## config.mk

```make
export PLATFORM = sky130hd
export DESIGN_NAME = btn_conditioner
export DESIGN_NICKNAME = d
export VERILOG_FILES = /design/src/rtl/rtc_pkg.sv /design/src/rtl/btn_fsm.sv /design/src/rtl/btn_conditioner.sv
export SDC_FILE = /design/constraint.sdc
export NUM_CORES = 1
export LEC_CHECK = 0
export CORE_ASPECT_RATIO = 1.5
export CORE_MARGIN = 4
export CORE_UTILIZATION = 62
export DETAILED_ROUTE_END_ITERATION = 10
export PLACE_DENSITY = 0.8
export SYNTH_ARGS = -nofsm -noshare
export SYNTH_HDL_FRONTEND = slang
export SYNTH_SLANG_ARGS = --single-unit
export TNS_END_PERCENT = 1
```

## constraint.sdc

```tcl
create_clock -name clk -period 2.9 [get_ports clk]
set_clock_uncertainty 0.05 [all_clocks]
set_input_delay 0.29 -clock clk [delete_from_list [all_inputs] [get_ports clk]]
set_output_delay 0.29 -clock clk [all_outputs]
set_load 0.05 [all_outputs]
```

## src/rtl/rtc_pkg.sv

```systemverilog
// Shared types and default timing constants for the push-button conditioner.
package rtc_pkg;

  typedef enum logic [2:0] {
    IDLE      = 3'd0,
    DEB_PRESS = 3'd1,
    HELD      = 3'd2,
    REPEAT    = 3'd3,
    DEB_REL   = 3'd4
  } btn_state_t;

  localparam int TICK_DIV_50M = 49999;
  localparam int DEB_MS_DEF   = 10;
  localparam int HOLD_MS_DEF  = 500;
  localparam int RPT_MS_DEF   = 100;

  // Counter width large enough for the longest of the three tick intervals.
  function automatic int cnt_width(input int deb, input int hold, input int rpt);
    int m;
    m = hold;
    if (deb > m) begin
      m = deb;
    end else begin
      m = m;
    end
    if (rpt > m) begin
      m = rpt;
    end else begin
      m = m;
    end
    return (m > 0) ? $clog2(m + 1) : 1;
  endfunction

endpackage

```

## src/rtl/btn_fsm.sv

```systemverilog
// One button: two-flop synchronizer plus debounce / hold / auto-repeat FSM.
// Auto-repeat is compiled only when BTN_AUTOREPEAT_EN is defined.
module btn_fsm
  import rtc_pkg::*;
#(
  parameter int DEB_MS  = DEB_MS_DEF,
  parameter int HOLD_MS = HOLD_MS_DEF,
  parameter int RPT_MS  = RPT_MS_DEF
) (
  input  logic clk,
  input  logic rst,
  input  logic tick,
  input  logic push_but,
  output logic pb_level,
  output logic pb_pulse
);

  localparam int CW = cnt_width(DEB_MS, HOLD_MS, RPT_MS);

  logic          meta_r;
  logic          sync_r;
  btn_state_t    state_r;
  btn_state_t    state_s;
  logic [CW-1:0] cnt_r;
  logic [CW-1:0] cnt_s;
  logic [CW-1:0] cnt_inc_s;
  logic          pulse_s;
  logic          level_r;
  logic          pulse_r;

  // Synchronize the raw active-low input into an active-high pressed flag.
  always_ff @(posedge clk) begin
    if (rst) begin
      meta_r <= 1'b0;
      sync_r <= 1'b0;
    end else begin
      meta_r <= ~push_but;
      sync_r <= meta_r;
    end
  end

  // State, counter and registered outputs.
  always_ff @(posedge clk) begin
    if (rst) begin
      state_r <= IDLE;
      cnt_r   <= '0;
      level_r <= 1'b0;
      pulse_r <= 1'b0;
    end else begin
      state_r <= state_s;
      cnt_r   <= cnt_s;
      level_r <= (state_s == HELD) || (state_s == REPEAT) || (state_s == DEB_REL);
      pulse_r <= pulse_s && !pulse_r;
    end
  end

  // Next-state logic; everything advances only on the shared 1 ms tick.
  always_comb begin
    state_s   = state_r;
    cnt_s     = cnt_r;
    pulse_s   = 1'b0;
    cnt_inc_s = cnt_r + CW'(1);
    if (tick) begin
      case (state_r)
        IDLE: begin
          if (sync_r) begin
            state_s = DEB_PRESS;
            cnt_s   = CW'(1);
          end else begin
            state_s = IDLE;
            cnt_s   = '0;
          end
        end
        DEB_PRESS: begin
          if (!sync_r) begin
            state_s = IDLE;
            cnt_s   = '0;
          end else if (cnt_inc_s == CW'(DEB_MS)) begin
            state_s = HELD;
            cnt_s   = '0;
            pulse_s = 1'b1;
          end else begin
            cnt_s   = cnt_inc_s;
          end
        end
        HELD: begin
          // Release wins over a coincident hold expiry.
          if (!sync_r) begin
            state_s = DEB_REL;
            cnt_s   = CW'(1);
`ifdef BTN_AUTOREPEAT_EN
          end else if (cnt_inc_s == CW'(HOLD_MS)) begin
            state_s = REPEAT;
            cnt_s   = '0;
            pulse_s = 1'b1;
          end else begin
            cnt_s   = cnt_inc_s;
          end
`else
          end else begin
            state_s = HELD;
            cnt_s   = cnt_r;
          end
`endif
        end
`ifdef BTN_AUTOREPEAT_EN
        REPEAT: begin
          if (!sync_r) begin
            state_s = DEB_REL;
            cnt_s   = CW'(1);
          end else if (cnt_inc_s == CW'(RPT_MS)) begin
            cnt_s   = '0;
            pulse_s = 1'b1;
          end else begin
            cnt_s   = cnt_inc_s;
          end
        end
`endif
        DEB_REL: begin
          if (sync_r) begin
            state_s = HELD;
            cnt_s   = '0;
          end else if (cnt_inc_s == CW'(DEB_MS)) begin
            state_s = IDLE;
            cnt_s   = '0;
          end else begin
            cnt_s   = cnt_inc_s;
          end
        end
        default: begin
          state_s = IDLE;
          cnt_s   = '0;
        end
      endcase
    end else begin
      state_s = state_r;
      cnt_s   = cnt_r;
    end
  end

  assign pb_level = level_r;
  assign pb_pulse = pulse_r;

endmodule

```

## src/rtl/btn_conditioner.sv

```systemverilog
// Push-button conditioner: shared 1 ms tick and one btn_fsm per button.
// Define BTN_AUTOREPEAT_EN to enable hold-to-repeat increment pulses.
module btn_conditioner
  import rtc_pkg::*;
#(
  parameter int N_BTN    = 3,
  parameter int TICK_DIV = TICK_DIV_50M,
  parameter int DEB_MS   = DEB_MS_DEF,
  parameter int HOLD_MS  = HOLD_MS_DEF,
  parameter int RPT_MS   = RPT_MS_DEF
) (
  input  logic             clk,
  input  logic             rst,
  input  logic [N_BTN-1:0] push_but,
  output logic [N_BTN-1:0] pb_level,
  output logic [N_BTN-1:0] pb_pulse
);

  localparam int TW = (TICK_DIV > 0) ? $clog2(TICK_DIV + 1) : 1;

  logic [TW-1:0] tick_cnt_r;
  logic          tick_s;

  assign tick_s = (tick_cnt_r == TW'(TICK_DIV));

  // Free-running divider producing a one-cycle tick every TICK_DIV+1 cycles.
  always_ff @(posedge clk) begin
    if (rst) begin
      tick_cnt_r <= '0;
    end else if (tick_s) begin
      tick_cnt_r <= '0;
    end else begin
      tick_cnt_r <= tick_cnt_r + TW'(1);
    end
  end

  for (genvar i = 0; i < N_BTN; i++) begin : g_btn
    btn_fsm #(
      .DEB_MS  (DEB_MS),
      .HOLD_MS (HOLD_MS),
      .RPT_MS  (RPT_MS)
    ) u_btn_fsm (
      .clk      (clk),
      .rst      (rst),
      .tick     (tick_s),
      .push_but (push_but[i]),
      .pb_level (pb_level[i]),
      .pb_pulse (pb_pulse[i])
    );
  end

endmodule

```

Word level (Yosys, flattened, before mapping)
Index checks and enable logic that the tools add are counted.
Operators by class
  add/sub/neg operators: 4
  equal/unequal tests: 25
  muxes and demuxes: 54
  bitwise operators: 3
  reduce and logical (&&, ||, !) cells: 19
Operators by type and width (count)
  $mux 9: 12
  $pmux 9 s4: 3
  $mux 3: 18
  $pmux 3 s4: 3
  $add 9x1->9 const B: 3
  $eq 3x2->1 const B: 9
  $eq 9x4->1 const B: 3
  $eq 3x3->1 const B: 6
  $mux 1: 18
  $add 16x1->16 const B: 1
  $eq 16x16->1 const B: 1
  $eq 3x1->1 const B: 3
  $logic_not 3->1: 3
  $logic_or 1x1->1: 6
  $ne 2x2->1 const B: 3
  $reduce_and 2->1: 3
  $logic_and 1x1->1: 3
  $logic_not 1->1: 3
  $not 1->1: 3
  $reduce_or 2->1: 1
Word-level totals
  flip-flop bits (word level): 64
  output and inout bits: 6
  word-level logic and storage cells: 124

Depth between registers and ports, before layout
  depth in word-level cells: 9
  gate-level depth with buffers: 8
  depth with buffers taken out: 7

Cells and area by module
A second synthesis with hierarchy kept.
Second synthesis, totals
  cell total of the unflattened synthesis: 456
  area total of the unflattened synthesis: 3788.6 µm²
Modules (own cells, without submodules)
  btn_fsm: times used 3, cells an instance 125, area an instance 1026.0 µm²
  btn_conditioner: times used 1, cells an instance 81, area an instance 710.7 µm²

Worst setup path before layout
OpenSTA, ideal clock, no wires.
  kind: reg-to-reg
  from: register tick_cnt_r[0]
  to: register g_btn[2].u_btn_fsm.cnt_r[1]
  data arrival time: 1985 ps
  required time: 2779 ps
  path slack: 795 ps
  cell stages (with the launch flop): 8
  period minus slack after synthesis: 2105 ps
  path through: dfxtp_1 -> ha_1 -> and3_1 -> nand4_2 -> a31o_2 -> buf_6 -> or4_1 -> a21oi_1
Between the ends
  word-level cells in the longest chain between the ends: 2
Ends and longest elaborated chain
  from (decl): RTL line btn_conditioner.sv:21  | logic [TW-1:0] tick_cnt_r;
  from (signal assigned): RTL line btn_conditioner.sv:33  | tick_cnt_r <= tick_cnt_r + TW'(1);
  $eq 16x16->1: RTL line btn_conditioner.sv:24  | assign tick_s = (tick_cnt_r == TW'(TICK_DIV));
  $reduce_and 2->1 (no line)
  to (signal assigned): RTL line btn_fsm.sv:51  | cnt_r <= cnt_s;
  to (decl): RTL line btn_fsm.sv:24  | logic [CW-1:0] cnt_r;
No other way between the ends.
A chain may end at the register's enable or synchronous reset.

Worst setup path in the final report
  from: register g_btn[0].u_btn_fsm.cnt_r[0]
  to: register g_btn[0].u_btn_fsm.state_r[2]
Between the ends
  word-level cells in the longest chain between the ends: 6
Ends and longest elaborated chain
  from (decl): RTL line btn_fsm.sv:24
  from (signal assigned): RTL line btn_fsm.sv:51
  $add 9x1->9 *: RTL line btn_fsm.sv:62  | cnt_inc_s = cnt_r + CW'(1);
  $eq 9x4->1 *: RTL line btn_fsm.sv:78, btn_fsm.sv:123
  $mux 3 (on tied branches): RTL line btn_fsm.sv:123, btn_fsm.sv:78
  $mux 3 (on tied branches): RTL line btn_fsm.sv:120, btn_fsm.sv:75
  $pmux 3 s4 *: RTL line btn_fsm.sv:64  | case (state_r)
  $mux 3 *: RTL line btn_fsm.sv:63  | if (tick) begin
  to (signal assigned): RTL line btn_fsm.sv:50  | state_r <= state_s;
  to (decl): RTL line btn_fsm.sv:22  | btn_state_t state_r;
Mark *: on every way between the ends. The rest lies on a longest branch, timed or not.

==> summary.txt <==
Logic synthesis
  – Number of distinct library cell variants in the gate-level netlist after synthesis: 64
  – Most common cell in the synthesized netlist: dfxtp_1
  – Count of flip-flops with a built-in enable after synthesis: 0
  – Portion of synthesized cell area occupied by the leading cell type: 34.6%
  – Main area contributors after synthesis: dfxtp_1 (35%), a21oi_1 (5.4%), nor2_1 (4.7%)
  – Synth area leader: dfxtp_1
  – Most instantiated cells after synthesis: dfxtp_1 (64), nor2_1 (46), a21oi_1 (40)
  – Synthesized netlist cell count: 463
  – Sequential element share of the synthesized area: 34.6%
  – Synth Cell Area: 0.00370 mm^2
  – Yosys warns: 0
  – Post-synthesis async set-or-reset flop share: 0%
  – Net count after synthesis: 475
  – Syn avg cell area: 7.99 um^2
  – Most used flip-flop cell after synthesis: dfxtp_1
  – Total of flip-flops plus latches after synthesis: 64

Clock network
  – Buffers inserted by post-CTS timing repair: 0
  – Number of clock sinks: 64
  – Clk buf depth: 2
  – Clock latency on the worst-skew pair: 0.34 ns
  – CTS tree: done
  – CTS resizes: 0
  – Register clock-pin slew on the reported worst setup and hold paths: 0.07 ns
  – CTS root buf: clkbuf_8
  – Number of buffers inserted by hold repair at cts: 0
  – Max H-tree Level: 3
  – Clock buffers created by TritonCTS: 9

Routing
  – Post-DRT Antenna Nets: 0
  – Number of optimization iterations in the first detailed-route pass: 4
  – Initial detailed-routing violation count: 132
  – Via count of the routed design: 3292
  – Post-detailed-route via-to-cell ratio: 6.21
  – Detail-routed net length per standard cell: 14.2 um
  – Wire length reported by the detailed router: 7520 um
  – # DRC: 0

Place
  – Total half-perimeter wirelength after legalization and detailed placement: 5360 um
  – IO buf count: 10
  – Final weighted congestion in routability-driven placement: 0.851

Die
  – Ports placed on the boundary: 11
  – Total die area: 0.00730 mm^2
  – Die X-Extent: 71.1 um
  – Initial cell density of the core: 64.0%
  – Height of the chip: 103 um
  – Standard-cell row count: 34
  – Core Box Area: 0.00579 mm^2

Timing
  – Final cycle utilization of the critical path: 88.5%
  – Maximum clock frequency: 0.390 GHz
  – Transition time at the pin with the least slew margin: 0.662 ns
  – Minimum period implied by the final worst setup slack: 2.57 ns
  – Slew HR: 55.5%
  – Final Hold Viols: 0
  – Number of pins with negative max-slew slack in the final report: 0
  – Aggregate negative setup slack: 0 ns
  – RSZ-0062 raised after global routing: false
  – Count of endpoints failing setup in the final report: 0

Status
  – Status: finished clean

Cells and area
  – Net count, final: 466
  – Antenna diodes: 0
  – Layout cells sized above 1: 8.30%
  – Synthesis-to-finish area growth: 5.31%

GRT
  – Sum of overflow across all layers after global routing: 0
  – Global-route wire length before repair: 13300 um
  – Initial antenna violation count: 0
  – Pin count of the biggest net entering global routing: 30
  – Number of global-route vias before repair: 3110
  – GR Util All Layers: 22.4%

Run
  – Max-capacitance violation count: 0

Power and ir drop
  – Power per cell area: 418 mW/mm^2
  – Highest ir drop seen on vdd: 368 uV
  – Leakage component of the power: 0.00127 uW
  – PnR Total Power: 1630 uW

Worst setup path
  – Worst reg-to-reg setup slack: 0.33 ns
  – Kind of start point of the critical path: flip-flop
  – Data required time of the worst path: 3.06 ns
  – Kind of critical path: flip-flop to flip-flop
  – Maximum fanout along the worst path: 7
  – Endpoint arrival time on the critical path: 2.73 ns
  – Worst Setup End Kind: flip-flop

Worst hold path
  – Worst min-delay path class: flip-flop to flip-flop
critical path, cell delays in order, from the launching register on:
cell	delay, ns
dfxtp_1	0.44
ha_1	0.32
nand3_1	0.18
nor2_1	0.30
xor2_1	0.13
nor4_2	0.64
nor2b_1	0.28
a211oi_1	0.10
worst paths after layout:
kind	startpoint	endpoint	depth (start not counted)
setup / recovery	g_btn[0].u_btn_fsm.cnt_r[0]$_SDFFE_PP0P_	g_btn[0].u_btn_fsm.state_r[2]$_SDFF_PP0_	7
hold / removal	g_btn[0].u_btn_fsm.pb_pulse$_SDFF_PP0_	g_btn[0].u_btn_fsm.pb_pulse$_SDFF_PP0_	1
setup reg to reg	g_btn[0].u_btn_fsm.cnt_r[0]$_SDFFE_PP0P_	g_btn[0].u_btn_fsm.state_r[2]$_SDFF_PP0_	7
hold reg to reg	g_btn[0].u_btn_fsm.pb_pulse$_SDFF_PP0_	g_btn[0].u_btn_fsm.pb_pulse$_SDFF_PP0_	1
metal layers:
metal | GRT usage, % | vias up | routed length (um)
met5 | 0 | - | 0
met4 | 11.4 | 0 | 192
met3 | 4.20 | 17 | 180
met2 | 39.1 | 42 | 3940
met1 | 26.1 | 1571 | 3200
li1 | - | 1662 | -
cell type report:
cell class | instances | area [um^2]
fill | 520 | 1890
timing repair buffer | 13 | 123
clock inverter | 3 | 17.5
tap | 72 | 90.1
inverter | 6 | 22.5
multi-input combinational | 360 | 2210
sequential | 64 | 1280
clock buffer | 12 | 155
state kept, by name (all words and copies together), names as in the netlist:
name	flops
g_btn.u_btn_fsm.pb_level	3
g_btn.u_btn_fsm.cnt_r	27
g_btn.u_btn_fsm.meta_r	3
tick_cnt_r	16
g_btn.u_btn_fsm.pb_pulse	3
g_btn.u_btn_fsm.sync_r	3
g_btn.u_btn_fsm.state_r	9
through the flow:
| stage | area [um^2] | setup WS (ns) | instances | util (%) | hold WS, ns |
|---|---|---|---|---|---|
| floorplan | 3700 | 0.795 | 463 | - | 0.307 |
| global placement | 3720 | 0.532 | 515 | 64.4 | 0.367 |
| detailed placement | 3720 | 0.404 | 515 | 64.4 | 0.374 |
| CTS | 3900 | 0.361 | 530 | 67.4 | 0.383 |
| global route | 3900 | 0.165 | 530 | 67.4 | 0.398 |
| finish | 3900 | 0.335 | 530 | 67.4 | 0.381 |
where the power goes:
part / total, uW / internal, uW / leakage [uW] / switching, uW
logic: 54.7 / 20.7 / 0.000665 / 34.0
registers: 898 / 888 / 0.000517 / 9.56
clock network: 677 / 349 / 0.0000882 / 328
total: 1630 / 1260 / 0.00127 / 372
logic make-up after synthesis:
logic type	share of synthesized area [%]
AOI/OAI and AO/OA	18.2
muxes	0.270
DFF	34.6
xor gates and xnor gates	4.50
and+or+nand+nor	34.3
buffers and inverters	5.71
adders and majority gates	2.37
placed cells by master, fill, tap and decap left out, drive strengths merged, types with 12 or more instances in the layout:
master / netlist / routed
a21oi: 41 / 41
clkbuf: 20 / 12
dfxtp: 64 / 64
nand2: 39 / 39
nand3: 23 / 23
nor2: 46 / 46
nor3: 13 / 13
o21ai: 32 / 32
or3: 12 / 12
xor2: 13 / 13
Power figures use the tool's default switching activity.
